File: src/rtl/vga_timing_pkg.sv
// Shared timing constants, phase encoding and sync helper for the 640x480@60 raster path.
package vga_timing_pkg;

    localparam int CNT_W = 10;

    localparam int DEF_H_ACTIVE = 640;
    localparam int DEF_H_FRONT  = 16;
    localparam int DEF_H_SYNC   = 96;
    localparam int DEF_H_BACK   = 48;
    localparam int DEF_H_TOTAL  = DEF_H_ACTIVE + DEF_H_FRONT + DEF_H_SYNC + DEF_H_BACK;

    localparam int DEF_V_ACTIVE = 480;
    localparam int DEF_V_FRONT  = 10;
    localparam int DEF_V_SYNC   = 2;
    localparam int DEF_V_BACK   = 33;
    localparam int DEF_V_TOTAL  = DEF_V_ACTIVE + DEF_V_FRONT + DEF_V_SYNC + DEF_V_BACK;

    localparam logic DEF_SYNC_POL = 1'b0;

    typedef enum logic [1:0] {
        ACTIVE = 2'd0,
        FRONT  = 2'd1,
        SYNC   = 2'd2,
        BACK   = 2'd3
    } phase_t;

    function automatic logic syncLevel(input logic inSync, input logic pol);
        return inSync ? pol : ~pol;
    endfunction

endpackage

File: src/rtl/vga_timing_gen_if.sv
// Raster timing bundle between the timing generator (master) and pattern generators (slave).
// frame_count is present only when VGA_FRAME_COUNT_EN is defined.
interface vga_timing_gen_if;
    import vga_timing_pkg::*;

    logic             pix_en;
    logic [CNT_W-1:0] x;
    logic [CNT_W-1:0] y;
    logic             hsync;
    logic             vsync;
    logic             display_on;
    logic             next_frame;
`ifdef VGA_FRAME_COUNT_EN
    logic [CNT_W-1:0] frame_count;

    modport master (
        input  pix_en,
        output x, y, hsync, vsync, display_on, next_frame, frame_count
    );

    modport slave (
        output pix_en,
        input  x, y, hsync, vsync, display_on, next_frame, frame_count
    );
`else
    modport master (
        input  pix_en,
        output x, y, hsync, vsync, display_on, next_frame
    );

    modport slave (
        output pix_en,
        input  x, y, hsync, vsync, display_on, next_frame
    );
`endif

endinterface

File: src/rtl/vga_phase_counter.sv
// One raster axis: a position counter plus ACTIVE/FRONT/SYNC/BACK phase FSM, stepped by i_adv.
// o_wrap is combinational so the next axis can step on the same edge that returns count to 0.
module vga_phase_counter
    import vga_timing_pkg::*;
#(
    parameter int W = CNT_W
) (
    input  logic         clk,
    input  logic         rst,
    input  logic         i_adv,
    input  logic [W-1:0] i_len_active,
    input  logic [W-1:0] i_len_front,
    input  logic [W-1:0] i_len_sync,
    input  logic [W-1:0] i_len_back,
    output logic [W-1:0] o_count,
    output phase_t       o_phase,
    output logic         o_wrap
);

    logic [W-1:0] r_count;
    logic [W-1:0] w_countNxt;
    phase_t       r_phase;
    phase_t       w_phaseNxt;

    // Phase end positions held one bit wider so a 1024-long axis still compares correctly.
    logic [W:0] w_endActive;
    logic [W:0] w_endFront;
    logic [W:0] w_endSync;
    logic [W:0] w_endBack;
    logic [W:0] w_countP1;
    logic       w_atEnd;

    assign w_endActive = {1'b0, i_len_active};
    assign w_endFront  = w_endActive + {1'b0, i_len_front};
    assign w_endSync   = w_endFront + {1'b0, i_len_sync};
    assign w_endBack   = w_endSync + {1'b0, i_len_back};
    assign w_countP1   = {1'b0, r_count} + (W+1)'(1);
    assign w_atEnd     = (w_countP1 == w_endBack);

    assign o_wrap  = i_adv & w_atEnd;
    assign o_count = r_count;
    assign o_phase = r_phase;

    always_ff @(posedge clk or posedge rst) begin
        if (rst) begin
            r_count <= '0;
            r_phase <= ACTIVE;
        end else begin
            r_count <= w_countNxt;
            r_phase <= w_phaseNxt;
        end
    end

    always_comb begin
        w_countNxt = r_count;
        w_phaseNxt = r_phase;
        if (i_adv) begin
            w_countNxt = w_atEnd ? '0 : w_countP1[W-1:0];
            unique case (r_phase)
                ACTIVE: if (w_countP1 == w_endActive) w_phaseNxt = FRONT;
                FRONT:  if (w_countP1 == w_endFront)  w_phaseNxt = SYNC;
                SYNC:   if (w_countP1 == w_endSync)   w_phaseNxt = BACK;
                BACK:   if (w_atEnd)                  w_phaseNxt = ACTIVE;
            endcase
        end
    end

endmodule

File: src/rtl/vga_timing_gen.sv
// 640x480@60 raster timing source: x/y, syncs, display_on and the per-frame next_frame strobe.
// Define VGA_FRAME_COUNT_EN to add the 10-bit frame_count output.
module vga_timing_gen
    import vga_timing_pkg::*;
#(
    parameter int   H_ACTIVE = DEF_H_ACTIVE,
    parameter int   H_FRONT  = DEF_H_FRONT,
    parameter int   H_SYNC   = DEF_H_SYNC,
    parameter int   H_BACK   = DEF_H_BACK,
    parameter int   V_ACTIVE = DEF_V_ACTIVE,
    parameter int   V_FRONT  = DEF_V_FRONT,
    parameter int   V_SYNC   = DEF_V_SYNC,
    parameter int   V_BACK   = DEF_V_BACK,
    parameter logic SYNC_POL = DEF_SYNC_POL
) (
    input logic              clk,
    input logic              rst,
    vga_timing_gen_if.master io_vga
);

    localparam logic [CNT_W-1:0] L_H_ACTIVE = CNT_W'(H_ACTIVE);
    localparam logic [CNT_W-1:0] L_H_FRONT  = CNT_W'(H_FRONT);
    localparam logic [CNT_W-1:0] L_H_SYNC   = CNT_W'(H_SYNC);
    localparam logic [CNT_W-1:0] L_H_BACK   = CNT_W'(H_BACK);
    localparam logic [CNT_W-1:0] L_V_ACTIVE = CNT_W'(V_ACTIVE);
    localparam logic [CNT_W-1:0] L_V_FRONT  = CNT_W'(V_FRONT);
    localparam logic [CNT_W-1:0] L_V_SYNC   = CNT_W'(V_SYNC);
    localparam logic [CNT_W-1:0] L_V_BACK   = CNT_W'(V_BACK);

    logic [CNT_W-1:0] w_hCount;
    logic [CNT_W-1:0] w_vCount;
    phase_t           w_hPhase;
    phase_t           w_vPhase;
    logic             w_hWrap;
    logic             w_vWrap;
    logic             w_vAdv;
    logic             r_nextFrame;

    assign w_vAdv = io_vga.pix_en & w_hWrap;

    vga_phase_counter #(.W(CNT_W)) u_hCounter (
        .clk          (clk),
        .rst          (rst),
        .i_adv        (io_vga.pix_en),
        .i_len_active (L_H_ACTIVE),
        .i_len_front  (L_H_FRONT),
        .i_len_sync   (L_H_SYNC),
        .i_len_back   (L_H_BACK),
        .o_count      (w_hCount),
        .o_phase      (w_hPhase),
        .o_wrap       (w_hWrap)
    );

    vga_phase_counter #(.W(CNT_W)) u_vCounter (
        .clk          (clk),
        .rst          (rst),
        .i_adv        (w_vAdv),
        .i_len_active (L_V_ACTIVE),
        .i_len_front  (L_V_FRONT),
        .i_len_sync   (L_V_SYNC),
        .i_len_back   (L_V_BACK),
        .o_count      (w_vCount),
        .o_phase      (w_vPhase),
        .o_wrap       (w_vWrap)
    );

    // The vertical wrap already includes pix_en, so a stall right after the wrap cannot stretch the pulse.
    always_ff @(posedge clk or posedge rst) begin
        if (rst) begin
            r_nextFrame <= 1'b0;
        end else begin
            r_nextFrame <= w_vWrap;
        end
    end

`ifdef VGA_FRAME_COUNT_EN
    logic [CNT_W-1:0] r_frameCount;

    always_ff @(posedge clk or posedge rst) begin
        if (rst) begin
            r_frameCount <= '0;
        end else if (w_vWrap) begin
            r_frameCount <= r_frameCount + CNT_W'(1);
        end
    end

    assign io_vga.frame_count = r_frameCount;
`endif

    // Sync and blanking decode only from the phase registers, never from pix_en.
    assign io_vga.x          = w_hCount;
    assign io_vga.y          = w_vCount;
    assign io_vga.hsync      = syncLevel(w_hPhase == SYNC, SYNC_POL);
    assign io_vga.vsync      = syncLevel(w_vPhase == SYNC, SYNC_POL);
    assign io_vga.display_on = (w_hPhase == ACTIVE) && (w_vPhase == ACTIVE);
    assign io_vga.next_frame = r_nextFrame;

endmodule

File: src/flat_wrapper.sv
// flat-port wrapper written by rule: the top's interface ports become plain ports
module vga_timing_gen_flat import vga_timing_pkg::*;
#(
    parameter int   H_ACTIVE = DEF_H_ACTIVE,
    parameter int   H_FRONT  = DEF_H_FRONT,
    parameter int   H_SYNC   = DEF_H_SYNC,
    parameter int   H_BACK   = DEF_H_BACK,
    parameter int   V_ACTIVE = DEF_V_ACTIVE,
    parameter int   V_FRONT  = DEF_V_FRONT,
    parameter int   V_SYNC   = DEF_V_SYNC,
    parameter int   V_BACK   = DEF_V_BACK,
    parameter logic SYNC_POL = DEF_SYNC_POL
)
  (clk, rst, io_vga_pix_en, io_vga_x, io_vga_y, io_vga_hsync, io_vga_vsync, io_vga_display_on, io_vga_next_frame);
  vga_timing_gen_if io_vga_i ();
  input logic clk;
  input logic rst;
  input wire logic [$bits(io_vga_i.pix_en)-1:0] io_vga_pix_en;
  output wire logic [$bits(io_vga_i.x)-1:0] io_vga_x;
  output wire logic [$bits(io_vga_i.y)-1:0] io_vga_y;
  output wire logic [$bits(io_vga_i.hsync)-1:0] io_vga_hsync;
  output wire logic [$bits(io_vga_i.vsync)-1:0] io_vga_vsync;
  output wire logic [$bits(io_vga_i.display_on)-1:0] io_vga_display_on;
  output wire logic [$bits(io_vga_i.next_frame)-1:0] io_vga_next_frame;
  assign io_vga_i.pix_en = io_vga_pix_en;
  assign io_vga_x = io_vga_i.x;
  assign io_vga_y = io_vga_i.y;
  assign io_vga_hsync = io_vga_i.hsync;
  assign io_vga_vsync = io_vga_i.vsync;
  assign io_vga_display_on = io_vga_i.display_on;
  assign io_vga_next_frame = io_vga_i.next_frame;
  vga_timing_gen #(.H_ACTIVE(H_ACTIVE), .H_FRONT(H_FRONT), .H_SYNC(H_SYNC), .H_BACK(H_BACK), .V_ACTIVE(V_ACTIVE), .V_FRONT(V_FRONT), .V_SYNC(V_SYNC), .V_BACK(V_BACK), .SYNC_POL(SYNC_POL)) u_core (.clk(clk), .rst(rst), .io_vga(io_vga_i));
endmodule
File: config.mk
export PLATFORM = sky130hd
export DESIGN_NAME = vga_timing_gen_flat
export DESIGN_NICKNAME = d
export VERILOG_FILES = /design/src/rtl/vga_timing_pkg.sv /design/src/rtl/vga_timing_gen_if.sv /design/src/rtl/vga_phase_counter.sv /design/src/rtl/vga_timing_gen.sv /design/src/flat_wrapper.sv
export SDC_FILE = /design/constraint.sdc
export NUM_CORES = 1
export LEC_CHECK = 0
export CAP_MARGIN = 20
export CELL_PAD_IN_SITES_DETAIL_PLACEMENT = 0
export CELL_PAD_IN_SITES_GLOBAL_PLACEMENT = 1
export CORE_ASPECT_RATIO = 0.7
export CORE_MARGIN = 3
export CORE_UTILIZATION = 30
export CTS_CLUSTER_SIZE = 14
export DETAILED_ROUTE_END_ITERATION = 8
export DONT_BUFFER_PORTS = 1
export PLACE_DENSITY = 0.53
export RECOVER_POWER = 100
export SLEW_MARGIN = 5
export SYNTH_ARGS = -nofsm -noshare
export SYNTH_HDL_FRONTEND = slang
export SYNTH_SLANG_ARGS = --single-unit
File: constraint.sdc
create_clock -name clk -period 2.25 [get_ports clk]
set_input_delay 0.1125 -clock clk [delete_from_list [all_inputs] [get_ports clk]]
set_output_delay 0.1125 -clock clk [all_outputs]
set_load 0.02 [all_outputs]
# Word-level counts from Yosys, hierarchy flattened
# Cells that the tools add are included.
# totals
reg_bits	25
in_bits	3
# op_classes
addsub	2
eq_ne	22
mux	14
n_bitwise	3
n_reduce_logical	5
# ops
operator	count
$eq A11 B10 Y1 const B	5
$eq A11 B9 Y1 const B	3
$add A10 B1 Y11 const B	2
$mux W10	2
$mux W2	8
$ne A2 B2 Y1 const B	8
$pmux W2 S4	2
$reduce_and A5 Y1	2
$eq A2 B2 Y1 const B	4
$eq A2 B1 Y1 const B	2
$logic_not A2 Y1	2
$and A1 B1 Y1	3
$mux W1	2
$logic_and A1 B1 Y1	1

# Logic depth before layout (Yosys ltp)
# Gate-level depths: netlist (run 1).
# depth
ltp_word	5
ltp_mapped	10

# By module
# A second synthesis (run 1) with hierarchy kept.
# hier_totals
hier_cells	664
hier_area_um2	5669.2
# modules_own_cells
mod	n_inst	cells_per_inst	area_each_um2
vga_phase_counter (u_core.u_hCounter)	1	334	2906.5
vga_phase_counter (u_core.u_vCounter)	1	322	2695.1
vga_timing_gen	1	8	67.6

# Worst setup path after synthesis (run 1)
# OpenSTA, ideal clock, no wires.
# synth_path
kind	reg-to-reg
startpoint	register u_core.u_vCounter.r_count[1] (netlist: u_core.u_vCounter.o_count[1])
endpoint	register u_core.u_vCounter.r_phase[1] (netlist: u_core.u_vCounter.o_phase[1])
setup_time_ps	127
t_arrival_ps	2247
setup_slack_ps	-124
stages_incl_launch_ff	10
cell_sequence	dfrtp_1 -> ha_1 -> buf_2 -> nor3b_1 -> a31o_2 -> a2bb2oi_1 -> o41ai_1 -> o21ai_1 -> nor2_1 -> mux2_1
# synth_via
elab_chain_cells	4
# synth_lines
element	line	source
from (decl)	vga_phase_counter.sv:20	logic [W-1:0] r_count;
from (signal assigned)	vga_phase_counter.sv:49	r_count <= w_countNxt;
$add A10 B1 Y11 *	vga_phase_counter.sv:37	assign w_countP1 = {1'b0, r_count} + (W+1)'(1);
$eq A11 B9 Y1, or another cell as far along	vga_phase_counter.sv:62	SYNC: if (w_countP1 == w_endSync) w_phaseNxt = BACK;
$ne A2 B2 Y1 (no line)	n/a	
$reduce_and A5 Y1 (no line) *	n/a	
to (signal assigned)	vga_phase_counter.sv:50	r_phase <= w_phaseNxt;
to (decl)	vga_phase_counter.sv:22	phase_t r_phase;
# Mark *: on every way between the ends. The rest lies on a longest branch, timed or not.
# A chain may end at the register's enable or synchronous reset.

# Worst setup path after layout (run 1)
# Ends and elaborated chain as after synthesis.

==> Implementation_results.wiki, run 1 <==
{| class="wikitable"
! Metric !! Value
|-
| Outcome || complete, no violations
|-
| Leading cell type by number of instances after synthesis || sky130_fd_sc_hd__dfrtp_1
|-
| Core Box Area || 0.006366 mm²
|-
| Clock insertion delay at the later pin of the skew report || 280 ps
|-
| Tcrit/Tclk final || 97.64%
|-
| Fraction of final layout cells sized beyond drive strength 1 || 31.00%
|-
| Total setup violations reported at the end of the flow || 0
|-
| Wire length of the first global-routing pass || 8556 µm
|-
| CTS buffer count || 3
|-
| IO buf count || 0
|-
| H-tree lvl count || 1
|-
| Initial core utilization || 31.53%
|-
| Setup TNS || 0 ps
|-
| CTS root buffer || sky130_fd_sc_hd__clkbuf_8
|-
| Fin worst setup slack || 53.14 ps
|-
| Post-placement cell count || 355
|-
| Worst path max stage delay || 450 ps
|-
| Slew Limit Fails || 0
|-
| Max-Cap Viols || 0
|-
| Sequential share of power || 41.1%
|-
| Headroom to the max-slew limit || 0.4799%
|-
| FMAX || 455.2 MHz
|-
| Worst hold path depth || 3
|-
| Comb pwr share || 38.1%
|-
| Global routing usage summed across all routing layers || 14.07%
|-
| Slew of the pin with the lowest slew margin || 1493 ps
|-
| Post-place setup slack || -150.0 ps
|-
| Die X || 103.8 µm
|-
| Synth Area per Inst || 8.880 µm²
|-
| Worst hold path startpoint || io_vga_pix_en
|-
| Cell count after synthesis || 226
|-
| Setup repair after global routing missed its margin || true
|-
| Power density normalized to cell area || 551.3 mW/mm²
|-
| Number of detailed-routing iterations run before antenna repair || 4
|-
| Number of buffers and inverters on the critical path || 1
|-
| Vias in the first global route || 1,622
|-
| Top delay family on crit path || simple AND/OR/NAND/NOR gates
|-
| Clock Power Share || 20.8%
|-
| Endpoint kind of the worst setup timing path || flop
|-
| Layout Cells excl Fill || 362
|-
| Drt wl/cell || 14.95 µm
|-
| Leading post-synthesis cells by instance count || sky130_fd_sc_hd__dfrtp_1, sky130_fd_sc_hd__nand2_1, sky130_fd_sc_hd__nor2_1
|-
| Number of top-level pins || 27
|-
| Net Sw Power || 554.2 µW
|-
| Worst reg-to-reg setup slack || 50 ps
|-
| R2R depth || 8
|-
| Start of the worst register-to-register path || u_core.u_vCounter.o_count[1]
|-
| Number of design-rule violations left by the first detailed-router iteration || 44
|-
| Via density per instance || 4.881
|-
| Lkg Pwr || 0.001067 µW
|-
| Largest net degree at the start of global routing || 26
|-
| Final-report hold violation count || 0
|-
| Synth cell types || 54
|-
| Post-synthesis cell type with the largest combined area || sky130_fd_sc_hd__dfrtp_1
|-
| Final core utilization || 40.45%
|-
| WHS || 23.23 ps
|-
| Worst Path Class, Setup || reg -> reg
|-
| Yosys warning count || 0
|-
| Hold worst-path end || u_core.u_hCounter.o_count[9]
|-
| Sort of element at the start of the critical path || flop
|-
| Fraction of synthesis flops using an asynchronous set or reset pin || 100.0%
|-
| DPL Wire Length || 4046 µm
|-
| # rows || 24
|-
| Worst vdd rail ir drop || 0.2364 mV
|-
| Endpoint of the most critical register-to-register path || u_core.u_vCounter.o_phase[1]
|-
| Data required time at the worst endpoint || 2420 ps
|-
| Sequential area share after synthesis || 31.17%
|-
| Die Area || 0.007723 mm²
|-
| Antenna violations before repair || 0
|-
| Syn-to-layout area delta || 28.30%
|-
| Clock period minus final worst setup slack || 2197 ps
|-
| Internal power component || 865.5 µW
|-
| EDFF count, synth || 0
|-
| Final antenna diode count || 0
|-
| TritonCTS clock tree || done
|-
| Slowest CP cell || sky130_fd_sc_hd__dfrtp_2
|-
| Chip height || 74.43 µm
|-
| Worst Skew || 8.516 ps
|-
| Ordered list of cells on the worst path || buf_4 -> nand2_2 -> nor3_4 -> or3b_1 -> a211oi_4 -> o2111ai_2 -> nor2_1 -> mux2_1
|-
| Gr ovfl total || 0
|-
| Number of clock sinks || 25
|-
| Worst-path clk slew || 100 ps
|-
| Main area contributors after synthesis || sky130_fd_sc_hd__dfrtp_1, sky130_fd_sc_hd__ha_1, sky130_fd_sc_hd__xnor2_1, sky130_fd_sc_hd__nand2_1, sky130_fd_sc_hd__o21ai_0
|-
| Sw Ratio || 39.03%
|-
| Crit path arrival time || 2370 ps
|-
| Area of the mapped netlist || 0.002007 mm²
|-
| Highest net fanout along the worst path || 6
|-
| Post-synthesis register bit count || 25
|-
| Class of the tightest hold or removal check || in -> reg
|-
| Net count after synthesis || 244
|-
| Count of antenna-violating nets left after detailed routing || 0
|-
| Via count || 1,767
|-
| Share of Yosys cell area claimed by the top area cell type || 31.17%
|-
| Placer's final routability congestion estimate || 0.7817
|-
| Final #Nets || 290
|-
| Detailed Route WL || 5413 µm
|-
| Drc violations || 0
|-
| Clock buffer depth || 2
|-
| Prevailing post-synth register cell || sky130_fd_sc_hd__dfrtp_1
|}
-- power groups by stage --
stage | Combinational (µW) | Sequential [µW] | Clock, µW
after floorplan | 259 | 658 | 0
after global placement | 523 | 588 | 0
after detailed placement | 524 | 590 | 0
after CTS | 540 | 581 | 313
after global routing | 588 | 597 | 331
final | 541 | 584 | 295
-- area by class of cell --
class	instances	area, µm²
fill	659	3791
multi-input combinational	175	1356
sequential	25	634.4
timing repair buffer	53	369.1
tap	91	113.9
inverter	14	52.55
clock buffer	3	41.29
clock inverter	1	7.507
-- worst register-to-register path, cell delays in order, from the launching register on --
cell and delay, ps:
sky130_fd_sc_hd__dfrtp_2 450, sky130_fd_sc_hd__buf_4 190, sky130_fd_sc_hd__nand2_2 130, sky130_fd_sc_hd__nor3_4 60, sky130_fd_sc_hd__or3b_1 390, sky130_fd_sc_hd__a211oi_4 280, sky130_fd_sc_hd__o2111ai_2 140, sky130_fd_sc_hd__nor2_1 120
sky130_fd_sc_hd__mux2_1 320
-- state kept, by name (all words and copies together) (netlist names) --
signal / flops
u_core.io_vga.next_frame: 1
u_core.u_hCounter.o_count: 10
u_core.u_hCounter.o_phase: 2
u_core.u_vCounter.o_count: 10
u_core.u_vCounter.o_phase: 2
-- cells in the final DEF (no fill, tap or decap), drive strengths merged, types with 6 or more instances in the layout --
cell	n
o21ai	17
nand2	21
dfrtp	25
inv	14
nor3	8
xor2	6
xnor2	10
ha	15
nor2	16
clkbuf	13
o31ai	6
buf	41
a21oi	7
nand3	12
-- how the worst max path moves through the flow --
stage,startpoint,endpoint,cells after the start
3_5_place_dp,u_core.u_vCounter.o_count[0],u_core.u_vCounter.o_phase[1],8
5_1_grt,u_core.u_vCounter.o_count[1],u_core.u_vCounter.o_phase[1],8
6_report,u_core.u_vCounter.o_count[1],u_core.u_vCounter.o_phase[1],8
3_3_place_gp,u_core.u_vCounter.o_count[0],u_core.u_vCounter.o_phase[1],8
4_1_cts,u_core.u_hCounter.o_count[1],u_core.u_vCounter.o_phase[1],7
2_1_floorplan,u_core.u_vCounter.o_count[1],u_core.u_vCounter.o_phase[1],8
-- per-stage QoR --
step / area (µm²) / power, µW
floorplan: 2012 / 916.8
global placement: 2429 / 1111
detailed placement: 2429 / 1115
CTS: 2521 / 1435
global route: 2575 / 1516
finish: 2575 / 1420
-- cells by family (layout without fill, tap and decap cells) --
logic type | count (synthesis) | count (layout) | synth area share [%]
DFF | 25 | 25 | 31.17
buffers and inverters | 26 | 71 | 6.234
xor gates and xnor gates | 16 | 16 | 6.982
adders and majority gates | 15 | 15 | 9.352
and+or+nand+nor | 93 | 93 | 27.12
AOI/OAI and AO/OA | 44 | 44 | 15.40
muxes | 7 | 7 | 3.741
-- layer usage --
metal  GRT usage [%]  part of all wire [%]  vias to the layer above
li1                -                     -                      883
met1           20.78                    54                      854
met2           20.43                    41                       25
met3           3.903                   4.6                        5
met4           3.097                  0.83                        0
met5               0                     0                        -
-- timing repair --
| action | CTS | global route |
|---|---|---|
| setup buffers | 0 | 1 |
| hold endpoints to repair | 39 | 0 |
| resized for setup | 6 | 22 |
| pin swaps | 1 | 9 |
| setup endpoints to repair | 7 | 12 |
| hold buffers | 2 | 0 |
Power figures use the tool's default switching activity.
==> inputs of run 2 (changes only) <==
--- a/config.mk
+++ b/config.mk
@@ -5,18 +5,21 @@
 export SDC_FILE = /design/constraint.sdc
 export NUM_CORES = 1
 export LEC_CHECK = 0
+export ABC_AREA = 1
 export CAP_MARGIN = 20
 export CELL_PAD_IN_SITES_DETAIL_PLACEMENT = 0
 export CELL_PAD_IN_SITES_GLOBAL_PLACEMENT = 1
 export CORE_ASPECT_RATIO = 0.7
 export CORE_MARGIN = 3
 export CORE_UTILIZATION = 30
+export CTS_CLUSTER_DIAMETER = 30
 export CTS_CLUSTER_SIZE = 14
 export DETAILED_ROUTE_END_ITERATION = 8
 export DONT_BUFFER_PORTS = 1
-export PLACE_DENSITY = 0.53
+export PLACE_DENSITY = 0.58
 export RECOVER_POWER = 100
 export SLEW_MARGIN = 5
 export SYNTH_ARGS = -nofsm -noshare
 export SYNTH_HDL_FRONTEND = slang
+export SYNTH_HIERARCHICAL = 1
 export SYNTH_SLANG_ARGS = --single-unit
==> run 2 against run 1 <==
The run now ends with negative setup slack left. Critical path type unchanged. Clock skew shrank 1.3 ps. Sequential power grew 17%. Hold slack gained 2.2 ps. First-iteration DRC count grew to 11 times the previous value.
==> Implementation_results.wiki, run 2 <==
{| class="wikitable"
! Metric !! Value
|-
| Outcome || finished, violations left (was complete, no violations)
|-
| Violations in the final reports || negative setup slack
|-
| Crit path arrival time || 2500 ps (was 2370 ps)
|-
| Detailed Route WL || 21,690 µm (was 5413 µm)
|-
| Core Box Area || 0.02185 mm² (was 0.006366 mm²)
|-
| Vias in the first global route || 6,479 (was 1,622)
|-
| Post-synthesis cell type with the largest combined area || sky130_fd_sc_hd__nand2_1 (was sky130_fd_sc_hd__dfrtp_1)
|-
| Worst vdd rail ir drop || 0.3040 mV (was 0.2364 mV)
|-
| Drt wl/cell || 12.46 µm (was 14.95 µm)
|-
| Power density normalized to cell area || 703.4 mW/mm² (was 551.3 mW/mm²)
|-
| Number of clock sinks || 25 (unchanged)
|-
| Number of design-rule violations left by the first detailed-router iteration || 476 (was 44)
|-
| Headroom to the max-slew limit || 48.37% (was 0.4799%)
|-
| Worst hold path depth || 2 (was 3)
|-
| Total setup violations reported at the end of the flow || 6 (was 0)
|-
| Max-Cap Viols || 0 (unchanged)
|-
| Post-synthesis register bit count || 25 (unchanged)
|-
| Post-detailed-placement cell area || 0.008240 mm² (was 0.002429 mm²)
|-
| Class of the tightest hold or removal check || in -> reg (unchanged)
|-
| Via density per instance || 4.291 (was 4.881)
|-
| Clock insertion delay at the later pin of the skew report || 280 ps (about the same)
|-
| Number of fill cells in the layout || 2,516 (was 659)
|-
| Number of detailed-routing iterations run before antenna repair || 5 (was 4)
|-
| Main area contributors after synthesis || sky130_fd_sc_hd__nand2_1, sky130_fd_sc_hd__ha_1, sky130_fd_sc_hd__nand3_1, sky130_fd_sc_hd__inv_1, sky130_fd_sc_hd__dfrtp_1 (was sky130_fd_sc_hd__dfrtp_1, sky130_fd_sc_hd__ha_1, sky130_fd_sc_hd__xnor2_1, sky130_fd_sc_hd__nand2_1, sky130_fd_sc_hd__o21ai_0)
|-
| Synth cell types || 37 (was 54)
|-
| Lkg Pwr || 0.005160 µW (was 0.001067 µW)
|-
| Total power || 5961 µW (was 1420 µW)
|-
| Die Area || 0.02433 mm² (was 0.007723 mm²)
|-
| Slew of the pin with the lowest slew margin || 771.9 ps (was 1493 ps)
|-
| Final-report hold violation count || 0 (unchanged)
|-
| Wire length of the first global-routing pass || 34,470 µm (was 8556 µm)
|-
| Layout Cells excl Fill || 1,741 (was 362)
|-
| # rows || 45 (was 24)
|-
| Highest net fanout along the worst path || 9 (was 6)
|-
| Slew Limit Fails || 0 (unchanged)
|-
| Clock period minus final worst setup slack || 2333 ps (was 2197 ps)
|-
| Final #Nets || 1,551 (was 290)
|-
| Antenna violations before repair || 0 (unchanged)
|-
| Largest net degree at the start of global routing || 21 (was 26)
|-
| FMAX || 428.7 MHz (was 455.2 MHz)
|-
| CTS buffer count || 3 (unchanged)
|-
| Number of top-level pins || 27 (unchanged)
|-
| Gr ovfl total || 0 (unchanged)
|-
| Endpoint kind of the worst setup timing path || flop (unchanged)
|-
| Fraction of synthesis flops using an asynchronous set or reset pin || 100.0% (unchanged)
|-
| Leading post-synthesis cells by instance count || sky130_fd_sc_hd__nand2_1, sky130_fd_sc_hd__inv_1, sky130_fd_sc_hd__nand3_1 (was sky130_fd_sc_hd__dfrtp_1, sky130_fd_sc_hd__nand2_1, sky130_fd_sc_hd__nor2_1)
|-
| R2R depth || 19 (was 8)
|-
| Cell count after synthesis || 1,240 (was 226)
|-
| Data required time at the worst endpoint || 2420 ps (about the same)
|-
| Final antenna diode count || 0 (unchanged)
|-
| Setup repair after global routing missed its margin || true (unchanged)
|-
| Share of Yosys cell area claimed by the top area cell type || 26.84% (was 31.17%)
|-
| Worst Path Class, Setup || reg -> reg (unchanged)
|-
| Global routing usage summed across all routing layers || 17.71% (was 14.07%)
|-
| CTS root buffer || sky130_fd_sc_hd__clkbuf_16 (was sky130_fd_sc_hd__clkbuf_8)
|-
| H-tree lvl count || 1 (unchanged)
|-
| Most common cell after layout, fill and taps aside || sky130_fd_sc_hd__nand2_1 (was sky130_fd_sc_hd__buf_4)
|-
| Chip height || 131.4 µm (was 74.43 µm)
|-
| Tcrit/Tclk final || 103.7% (was 97.64%)
|-
| Clock buffer depth || 2 (unchanged)
|-
| Area of the mapped netlist || 0.006740 mm² (was 0.002007 mm²)
|-
| Leading cell type by number of instances after synthesis || sky130_fd_sc_hd__nand2_1 (was sky130_fd_sc_hd__dfrtp_1)
|-
| Synth Area per Inst || 5.436 µm² (was 8.880 µm²)
|-
| IO buf count || 0 (unchanged)
|-
| DPL Wire Length || 19,010 µm (was 4046 µm)
|-
| Sequential area share after synthesis || 9.282% (was 31.17%)
|-
| Sort of element at the start of the critical path || flop (unchanged)
|-
| Setup TNS || -224.6 ps (was 0 ps)
|-
| Worst-path clk slew || 70 ps (was 100 ps)
|-
| Initial core utilization || 30.85% (was 31.53%)
|-
| Via count || 7,470 (was 1,767)
|-
| Worst Skew || 7.248 ps (was 8.516 ps)
|-
| Drc violations || 0 (unchanged)
|-
| Placer's final routability congestion estimate || 0.8125 (was 0.7817)
|-
| Yosys warning count || 6 (was 0)
|-
| Syn-to-layout area delta || 25.73% (was 28.30%)
|-
| Die X || 185.2 µm (was 103.8 µm)
|-
| TritonCTS clock tree || done (unchanged)
|-
| EDFF count, synth || 0 (unchanged)
|-
| Count of antenna-violating nets left after detailed routing || 0 (unchanged)
|-
| Fin worst setup slack || -82.61 ps (was 53.14 ps)
|-
| Most frequent cells in the layout || sky130_fd_sc_hd__nand2_1, sky130_fd_sc_hd__inv_1, sky130_fd_sc_hd__nand3_1 (was sky130_fd_sc_hd__buf_4, sky130_fd_sc_hd__nand2_1, sky130_fd_sc_hd__dfrtp_1)
|-
| Post-placement cell count || 1,732 (was 355)
|-
| Total non-filler cell area in the finished layout || 0.008474 mm² (was 0.002575 mm²)
|-
| Fraction of final layout cells sized beyond drive strength 1 || 12.06% (was 31.00%)
|-
| Prevailing post-synth register cell || sky130_fd_sc_hd__dfrtp_1 (unchanged)
|}
-- run 2: changes by cell type after synthesis, sizes merged, moves of 7 or more --
| cell | change |
|---|---|
| nand2 | +478 |
| inv | +202 |
| nand3 | +170 |
| nor2 | +81 |
| ha | +67 |
| a21oi | +23 |
| nand4 | +14 |
| nand3b | +8 |
| o21ai | +7 |
| xor2 | +7 |
-- run 2: path summary, 6_finish.rpt --
| kind | end | from | slack (ps) |
|---|---|---|---|
| setup / recovery | u_core/u_vCounter/o_phase[1] | u_core/u_hCounter/o_count[2] | -80 |
| setup reg to reg | u_core/u_vCounter/o_phase[1] | u_core/u_hCounter/o_count[2] | -80 |
| min in group asynchronous | u_core/io_vga.next_frame | rst | 150 |
| hold / removal | u_core/u_hCounter/o_count[6] | io_vga_pix_en | 30 |
| max in group asynchronous | u_core/u_hCounter/o_count[0] | rst | 1430 |
| hold reg to reg | u_core/u_hCounter/o_phase[0] | u_core/u_hCounter/o_phase[0] | 570 |
-- run 2: power by group --
part	total (µW)	leakage (µW)	switching [µW]	internal (µW)
combinational	4820	0.00483	2930	1890
clock	453	0.0000415	206	247
sequential	684	0.000284	141	542
total	5960	0.00516	3280	2680
-- run 2: worst max-delay path: stages, from the launching register on --
cell,delay (ps)
sky130_fd_sc_hd__dfrtp_2,480
sky130_fd_sc_hd__nand2_1,110
sky130_fd_sc_hd__nor2_1,70
sky130_fd_sc_hd__buf_4,140
sky130_fd_sc_hd__nand3_1,120
sky130_fd_sc_hd__nand4_1,150
sky130_fd_sc_hd__nand2_1,120
sky130_fd_sc_hd__nand2_1,90
sky130_fd_sc_hd__nand2_1,90
sky130_fd_sc_hd__nand2_1,50
sky130_fd_sc_hd__nand2_1,80
sky130_fd_sc_hd__nand3_2,80
sky130_fd_sc_hd__nor2_1,100
sky130_fd_sc_hd__nand2_1,70
sky130_fd_sc_hd__inv_2,80
sky130_fd_sc_hd__nand2_2,70
sky130_fd_sc_hd__a21oi_4,140
sky130_fd_sc_hd__nand3_2,80
sky130_fd_sc_hd__nand2_1,60
sky130_fd_sc_hd__nand2_1,50
-- run 2: cell type report --
cell class | count | area, µm² | share of cell area (%)
Clock buffer | 3 | 75.07 | 0.8859
Clock inverter | 1 | 8.758 | 0.1034
Inverter | 216 | 813.3 | 9.597
Multi-Input combinational cell | 1117 | 5862 | 69.17
Sequential cell | 25 | 630.6 | 7.441
Tap cell | 282 | 352.8 | 4.164
Timing Repair Buffer | 97 | 732.0 | 8.637
-- run 2: layer usage --
layer | GRT usage, % | share of wire [%] | vias up
li1 | - | - | 4192
met1 | 34.48 | 66 | 3162
met2 | 19.28 | 30 | 116
met3 | 1.660 | 4.4 | 0
met4 | 0.7497 | 0 | 0
met5 | 0 | 0 | -
-- run 2: logic make-up after synthesis --
kind of cell	share of synthesized area [%]
adders and majority gates	17.00
AOI/OAI and AO/OA	5.235
DFF	9.282
and+or+nand+nor	51.90
xor gates and xnor gates	3.249
other	0.1114
buffers and inverters	13.22
-- run 2: per-stage QoR --
stage	hold WS [ps]	utilization, %	setup slack (ps)
floorplan	-158.8	-	-226.5
global placement	-155.6	37.72	-186.0
detailed placement	-153.4	37.72	-213.3
CTS	10.49	38.57	-68.52
global route	39.23	38.79	-322.4
finish	25.45	38.79	-82.61
-- run 2: what timing repair did --
item / 4_1_cts / 5_1_grt
cloned: 0 / 0
hold buffers: 2 / 0
gates resized for setup: 17 / 21
setup buffers: 3 / 1
setup endpoints to repair: 15 / 25
hold endpoints to repair: 35 / 0
pin swaps: 20 / 13
